<file path="src/rtl/header_route_latch.sv">
// Per-VC header route latch. When HEADER_ROUTE_LATCH_DFD_EN is defined, it also builds
// the DfD trigger and trace: header and error counters plus the sticky error flags.
module header_route_vc #(
   parameter int EAw   = 3,
   parameter int DSTPw = 4
) (
   input  logic             clk,
   input  logic             reset,
   input  logic             load,
   input  logic             release_vc,
   input  logic             set_err,
   input  logic [EAw-1:0]   addr_in,
   input  logic [DSTPw-1:0] port_in,
   output logic             route_valid,
   output logic [EAw-1:0]   addr,
   output logic [DSTPw-1:0] port,
   output logic             err_sticky
);
   always_ff @(posedge clk or posedge reset) begin
      if (reset) begin
         route_valid <= 1'b0;
         addr        <= '0;
         port        <= '0;
         err_sticky  <= 1'b0;
      end else begin
         // A load takes priority over a release in the same cycle.
         if (load) begin
            route_valid <= 1'b1;
            addr        <= addr_in;
            port        <= port_in;
         end else if (release_vc) begin
            route_valid <= 1'b0;
         end
         if (set_err) err_sticky <= 1'b1;
      end
   end
endmodule

module header_route_latch #(
   parameter int V     = 4,
   parameter int EAw   = 3,
   parameter int DSTPw = 4
) (
   input  logic               clk,
   input  logic               reset,
   input  logic               flit_in_wr,
   input  logic               hdr_flg_in,
   input  logic               tail_flg_in,
   input  logic [V-1:0]       vc_num_in,
   input  logic [EAw-1:0]     dest_e_addr_in,
   input  logic [DSTPw-1:0]   destport_in,
   input  logic [V-1:0]       pkt_done,
   output logic [V-1:0]       route_valid,
   output logic [V*EAw-1:0]   dest_e_addr_all,
   output logic [V*DSTPw-1:0] destport_all,
   output logic [V-1:0]       err_sticky,
   output logic               trigger,
   output logic [31:0]        trace
);
   logic                      legal_vc;
   logic                      hdr_wr;
   logic [V-1:0]              hdr_err;
   logic [V-1:0]              load;
   logic [V-1:0][EAw-1:0]     addr_q;
   logic [V-1:0][DSTPw-1:0]   port_q;
   logic                      unused_tail;

   // Tail flag does not affect route state; single-flit packets release via pkt_done.
   assign unused_tail = tail_flg_in;

   assign legal_vc = $onehot(vc_num_in);
   assign hdr_wr   = flit_in_wr & hdr_flg_in & legal_vc;
   assign hdr_err  = {V{hdr_wr}} & vc_num_in & route_valid & ~pkt_done;
   assign load     = {V{hdr_wr}} & vc_num_in & ~hdr_err;

   for (genvar i = 0; i < V; i++) begin : g_vc
      header_route_vc #(.EAw(EAw), .DSTPw(DSTPw)) u_vc (
         .clk         (clk),
         .reset       (reset),
         .load        (load[i]),
         .release_vc  (pkt_done[i]),
         .set_err     (hdr_err[i]),
         .addr_in     (dest_e_addr_in),
         .port_in     (destport_in),
         .route_valid (route_valid[i]),
         .addr        (addr_q[i]),
         .port        (port_q[i]),
         .err_sticky  (err_sticky[i])
      );
   end

   assign dest_e_addr_all = addr_q;
   assign destport_all    = port_q;

`ifdef HEADER_ROUTE_LATCH_DFD_EN
   logic        err_evt;
   logic        hdr_acc;
   logic [15:0] hdr_cnt;
   logic [7:0]  err_cnt;
   logic        trig_q;
   logic [7:0]  err_ext;

   // An illegal write and a header error cannot coincide, so one cycle adds at most one error.
   assign err_evt = (flit_in_wr & ~legal_vc) | (|hdr_err);
   assign hdr_acc = |load;

   always_ff @(posedge clk or posedge reset) begin
      if (reset) begin
         hdr_cnt <= '0;
         err_cnt <= '0;
         trig_q  <= 1'b0;
      end else begin
         trig_q <= err_evt;
         if (hdr_acc && hdr_cnt != 16'hFFFF) hdr_cnt <= hdr_cnt + 16'd1;
         if (err_evt && err_cnt != 8'hFF)    err_cnt <= err_cnt + 8'd1;
      end
   end

   always_comb begin
      err_ext        = '0;
      err_ext[V-1:0] = err_sticky;
   end

   assign trigger = trig_q;
   assign trace   = {hdr_cnt, err_cnt, err_ext};
`else
   assign trigger = 1'b0;
   assign trace   = '0;
`endif
endmodule

</file>
<file path="config.mk">
export PLATFORM = sky130hd
export DESIGN_NAME = header_route_latch
export DESIGN_NICKNAME = d
export VERILOG_FILES = /design/src/rtl/header_route_latch.sv
export SDC_FILE = /design/constraint.sdc
export NUM_CORES = 1
export LEC_CHECK = 0
export CAP_MARGIN = 20
export CORE_AREA = 2 2 76 78
export CTS_BUF_LIST = sky130_fd_sc_hd__clkbuf_4
export DETAILED_ROUTE_END_ITERATION = 16
export DIE_AREA = 0 0 78 80
export PLACE_DENSITY_LB_ADDON = 0.2
export SYNTH_ARGS = -nofsm -noshare
export SYNTH_HDL_FRONTEND = slang
export SYNTH_SLANG_ARGS = --single-unit
</file>
<file path="constraint.sdc">
create_clock -name clk -period 1.4 [get_ports clk]
set_input_delay 0.21 -clock clk [delete_from_list [all_inputs] [get_ports clk]]
set_output_delay 0.21 -clock clk [all_outputs]
set_load 0.005 [all_outputs]
</file>
==> impl_metrics.py, run 1 <==
metrics = {
    "logic_synthesis": {
        "syn_area_sq_mm": 0.00182,
        "synth_edf_count": 0,
        "synthArstFlopShare_pct": 100,
        "synth_top_area_share_pct": 49.6,
        "synth.top_cells.by_area": "dfrtp_1 (50%), buf_4 (17%), mux2_2 (17%)",
        "synth_seq_area_share_pct": 49.6,
        "yosysWarnings": 0,
        "ys_types": 14,
        "yosys-top-cells-count": "buf_4 (42), dfrtp_1 (36), mux2_2 (28)",
        "synthMuxAreaShare_pct": 17.3,
        "synth_cells": 139,
        "synth_top_flop_cell": "dfrtp_1",
        "synth-compound-area-share_pct": 3.58,
        "synth_xor_area_share_pct": 0,
        "synth_top_family_by_area": "buffers and inverters",
        "ys_seq_elements": 36,
        "yosysTopAreaCell": "dfrtp_1",
        "yosysMostFrequentCell": "buf_4",
        "synthSimpleGateAreaFrac_pct": 8.26,
        "synth_adder_area_share_pct": 2.48,
        "syn_avg_cell_area_sq_um": 13.1,
    },
    "detailed_routing": {
        "drcViolationCount": 0,
        "wirelength_microns": 3940,
        "vias": 1204,
        "avgRoutedWirePerCell_microns": 13.5,
        "drtIter0Drc": 23,
        "avgViaCountPerCell": 4.11,
        "antenna_left": 0,
        "drt_first_pass_iters": 3,
    },
    "sta": {
        "setup_viol": 36,
        "rsz0062_at_grt": "true",
        "fin_skew_ns": 0.00622,
        "final-max-slew-violation-count": 0,
        "fin_ws_ns": -0.626,
        "fin_crit_sh_pct": 145,
        "setup_tns_ns": -19.56,
        "hold_violations": 0,
        "fmax_mhz": 494,
        "timing.final.crit_period_ns": 2.03,
    },
    "cts": {
        "cts_tree": "yes",
        "cts.sinks": 36,
        "cts-root-buf": "clkbuf_4",
        "clk_transition_reported_paths_ns": 0.11,
        "htreeDepth": 2,
        "ctsHoldBuffers": 0,
        "clkLatencyLatePin_ns": 0.34,
        "numCtsBuffers": 5,
        "cts_buffer_depth": 2,
    },
    "floorplanning": {
        "die_w_microns": 78,
        "start_util_pct": 33.6,
        "rows": 27,
        "io_pins": 89,
        "fp.dieH_microns": 80,
        "die_area_sq_mm": 0.00624,
        "core_area_sq_mm": 0.00541,
    },
    "job": {
        "cap_violations": 0,
    },
    "global_route": {
        "grt_pass1_vias": 1257,
        "track_usage_pct": 13.4,
        "antenna_found_initial": 0,
        "grt_max_degree": 37,
        "grt_overflow": 0,
        "grt_pass1_wl_microns": 6290,
    },
    "final_layout": {
        "drive_above_1_share_pct": 39.8,
        "nets": 243,
        "multi_input_area_sq_um": 862,
        "nFillCells": 481,
        "register_area_sq_um": 901,
        "stdcell_count": 293,
        "antennaDiodeCount": 0,
        "final_util_pct": 50.5,
        "syn_to_final_growth_pct": 50.2,
    },
    "outcome": {
        "outcome": "complete, but fails checks",
        "violations": "setup timing",
    },
    "power": {
        "p_leak_nw": 1.43,
        "power_density_mw_per_mm2": 1470,
        "vdd_drop_max_uv": 826,
    },
    "setup_path": {
        "start_kind": "input port",
        "cp_common_cell": "ha_4",
        "critPathCaptureType": "flop",
        "cp.arrival_ns": 2.26,
        "cpPeakStageDelay_ns": 0.56,
        "cpMaxStageDelayCell": "fa_1",
        "required_ns": 1.63,
        "r2r_slack_ns": -0.07,
        "path_class": "input port to flop",
        "path_max_fanout": 5,
        "cp_cell_sequence": "buf_8, inv_4, fa_1, inv_2, ha_4, ha_4, nand2b_4, nor4_4, buf_4, mux2_4",
    },
    "place": {
        "io_buffer_count": 54,
        "placedCellCount": 273,
        "place_congestion": 0.750,
        "dp_hpwl_microns": 2900,
    },
    "min_path": {
        "hold_path_class": "input port to flop",
    },
}
==> where the power goes <==
part	total [W]	internal, W	leakage, nW	switching, W
logic	0.00165	0.00114	0.932	0.000511
clock network	0.000732	0.000372	0.0412	0.000360
registers	0.00163	0.00143	0.456	0.000205
total	0.00401	0.00294	1.43	0.00108
==> flip-flops by register name, indices dropped and copies added (netlist names) <==
register / count
g_vc.u_vc.port: 16
g_vc.u_vc.route_valid: 4
g_vc.u_vc.err_sticky: 4
g_vc.u_vc.addr: 12
==> worst paths after layout <==
| path | depth (start not counted) | end | start |
|---|---|---|---|
| setup / recovery | 10 | g_vc[0].u_vc.addr[1] | vc_num_in[1] |
| hold / removal | 3 | g_vc[3].u_vc.route_valid | vc_num_in[3] |
| setup reg to reg | 4 | g_vc[3].u_vc.port[2] | g_vc[3].u_vc.route_valid |
| hold reg to reg | 1 | g_vc[2].u_vc.err_sticky | g_vc[2].u_vc.err_sticky |
| max in group asynchronous | 3 | g_vc[3].u_vc.addr[0] | reset |
| min in group asynchronous | 3 | g_vc[3].u_vc.port[3] | reset |
==> placed cells by master (no fill, tap or decap), drive strengths merged <==
cell type / n
clkinv: 1
dfrtp: 36
conb: 33
dlygate4sd2: 36
fa: 1
nor2b: 4
bufinv: 1
ha: 2
buf: 33
nor4: 4
a31o: 4
clkbuf: 5
mux2: 28
a21o: 4
nand2: 1
nand2b: 5
inv: 6
clkdlybuf4s50: 15
nor3: 1
clkinvlp: 1
==> cell families (layout without fill, tap and decap cells) <==
kind of cell	after synthesis	in the layout
buf+inv	48	98
fa+ha+maj	3	3
mux	28	28
simple gates	15	15
flops	36	36
other cells	1	33
compound gates	8	8
==> final cells by class <==
| cell class | instances | share of cell area, % |
|---|---|---|
| clock inverter | 3 | 1.56 |
| sequential | 36 | 33.0 |
| inverter | 6 | 1.19 |
| clock buffer | 5 | 1.37 |
| timing repair buffer | 84 | 28.0 |
| multi-input combinational | 87 | 31.6 |
| tap | 72 | 3.30 |
==> stage by stage <==
step / instance area (sq um) / worst slack [ns] / total power, W / hold WS (ns)
after floorplan: 2020 / -0.925 / 0.00235 / 0.327
after global placement: 2490 / -1.53 / 0.00326 / 0.456
after detailed placement: 2490 / -1.58 / 0.00329 / 0.468
after CTS: 2700 / -0.644 / 0.00405 / 0.188
after global routing: 2730 / -0.675 / 0.00430 / 0.162
final: 2730 / -0.626 / 0.00401 / 0.195
==> worst max-delay path, delay by kind of cell <==
| kind | cells | cell delay [ns] |
|---|---|---|
| buf+inv | 4 | 0.35 |
| mux | 1 | 0.30 |
| simple gates | 2 | 0.46 |
| fa+ha+maj | 3 | 0.95 |
==> metal layers <==
metal / vias to the layer above / track usage (%) / routed length [microns]
met1: 582 / 16.5 / 1630
met2: 61 / 21.7 / 1930
met4: 0 / 3.68 / 42
met5: - / 0 / 0
met3: 6 / 5.32 / 339
li1: 555 / - / -
==> what timing repair did <==
item	CTS	global route
resized for setup	72	8
endpoints found under the setup margin	72	36
setup buffers	12	1
pin swaps	4	4
(Power assumes the default switching activity.)
==> run 2, diff against run 1 <==
- CAP_MARGIN: 20 -> 10
- DONT_BUFFER_PORTS: not set -> 1
==> impl_metrics.py, run 2 (same netlist as run 1, synthesis figures left out) <==
metrics = {
    "global_route": {
        "grt_pass1_vias": 1126,
        "track_usage_pct": 12.5,
        "grt_max_degree": 37,
        "antenna_found_initial": 0,
        "grt_overflow": 0,
        "grt_pass1_wl_microns": 5840,
    },
    "cts": {
        "clk_transition_reported_paths_ns": 0.11,
        "cts-root-buf": "clkbuf_4",
        "cts_tree": "yes",
        "cts.sinks": 36,
        "htreeDepth": 2,
        "numCtsBuffers": 5,
        "clkLatencyLatePin_ns": 0.34,
        "cts_buffer_depth": 2,
    },
    "power": {
        "power_density_mw_per_mm2": 1480,
        "power.total_w": 0.00337,
        "vdd_drop_max_uv": 651,
        "p_leak_nw": 1.13,
    },
    "setup_path": {
        "required_ns": 1.64,
        "path_class": "input port to flop",
        "cp.arrival_ns": 2.16,
        "reg2reg_depth": 4,
        "start_kind": "input port",
        "path_max_fanout": 5,
        "critPathCaptureType": "flop",
    },
    "floorplanning": {
        "die_area_sq_mm": 0.00624,
        "die_w_microns": 78,
        "fp.dieH_microns": 80,
        "core_area_sq_mm": 0.00541,
        "io_pins": 89,
        "rows": 27,
        "start_util_pct": 33.6,
    },
    "sta": {
        "timing.final.crit_period_ns": 1.92,
        "fin_crit_sh_pct": 137,
        "fin_ws_ns": -0.524,
        "setup_tns_ns": -15.85,
        "setup_viol": 36,
        "final-max-slew-violation-count": 0,
        "rsz0062_at_grt": "true",
        "hold_violations": 0,
        "fin_skew_ns": 0.0108,
        "fmax_mhz": 520,
    },
    "final_layout": {
        "final_common_cell": "dfrtp_1",
        "final_cell_mix": "dfrtp_1 (36), conb_1 (33), mux2_4 (26)",
        "syn_to_final_growth_pct": 24.9,
        "largest_reg_flops": 16,
        "top_register": "g_vc.u_vc.port",
        "drive_above_1_share_pct": 41.5,
        "finalInstanceArea_sq_mm": 0.00227,
        "antennaDiodeCount": 0,
        "nets": 193,
        "reg_top3": "g_vc.u_vc.port (16), g_vc.u_vc.addr (12)",
    },
    "detailed_routing": {
        "drt_first_pass_iters": 3,
        "drcViolationCount": 0,
        "vias": 1031,
        "antenna_left": 0,
        "avgRoutedWirePerCell_microns": 15.4,
        "drtIter0Drc": 24,
        "wirelength_microns": 3750,
        "avgViaCountPerCell": 4.24,
    },
    "place": {
        "dp_hpwl_microns": 2850,
        "place_area_sq_mm": 0.00193,
        "io_buffer_count": 0,
        "place_congestion": 0.809,
        "dp_slack_ns": -0.953,
    },
    "job": {
        "cap_violations": 0,
    },
    "outcome": {
        "outcome": "complete, but fails checks",
        "violations": "setup timing",
    },
    "min_path": {
        "worstHoldPathCells": 1,
        "hold_path_class": "input port to flop",
    },
}
-- run 2: changes by cell type in the layout (fill, tap and decap cells not counted), sizes merged --
cell / change
dlygate4sd2: -36
clkinvlp: -1
clkbuf: +1
dlygate4sd3: +15
buf: -14
clkdlybuf4s50: -15
-- run 2: critical path, cell delays in order --
cell	delay, ns
inv_8	0.01
fa_1	0.52
inv_1	0.04
ha_2	0.17
ha_4	0.23
nand2b_4	0.15
nor4_4	0.32
buf_4	0.20
mux2_4	0.30
-- run 2: final timing paths --
path / from / to / slack, ns
setup / recovery: vc_num_in[0] / g_vc[0].u_vc.addr[1] / -0.52
hold / removal: vc_num_in[2] / g_vc[2].u_vc.err_sticky / 0.02
setup reg to reg: g_vc[3].u_vc.route_valid / g_vc[3].u_vc.port[3] / -0.10
hold reg to reg: g_vc[2].u_vc.err_sticky / g_vc[2].u_vc.err_sticky / 0.51
max in group asynchronous: reset / g_vc[1].u_vc.port[0] / 0.68
min in group asynchronous: reset / g_vc[2].u_vc.port[1] / 0.40
-- run 2: metal layers --
| metal | wire, microns | up-vias | track usage, % |
|---|---|---|---|
| met1 | 1400 | 512 | 13.0 |
| li1 | - | 455 | - |
| met3 | 434 | 3 | 6.90 |
| met2 | 1890 | 61 | 22.0 |
| met5 | 0 | - | 0 |
| met4 | 29 | 0 | 3.16 |
-- run 2: layout make-up --
class / count / area, sq um
tap: 72 / 90.1
sequential: 36 / 901
multi-input combinational: 87 / 845
clock buffer: 6 / 45.0
clock inverter: 2 / 35.0
inverter: 6 / 30.0
fill: 524 / 3130
timing repair buffer: 34 / 325
-- run 2: through the flow --
| step | utilization [%] | std cells | hold slack (ns) |
|---|---|---|---|
| after global routing | 42.0 | 243 | 0.00202 |
| after floorplan | - | 171 | 0.327 |
| after global placement | 35.8 | 219 | 0.226 |
| final | 42.0 | 243 | 0.0182 |
| after detailed placement | 35.8 | 219 | 0.231 |
| after CTS | 41.2 | 240 | 0.000200 |
-- run 2: power breakdown --
group / switching (W) / internal, W / total, W
logic: 0.000242 / 0.000603 / 0.000845
clock network: 0.000336 / 0.000394 / 0.000730
registers: 0.000358 / 0.00143 / 0.00179
-- run 2: repair_timing --
item                                    4_1_cts  5_1_grt
hold endpoints to repair                     59       10
endpoints found under the setup margin       36       36
buffers inserted                              2        0
hold buffers                                 11        4
pin swaps                                     1        0
gates resized for setup                      14        4
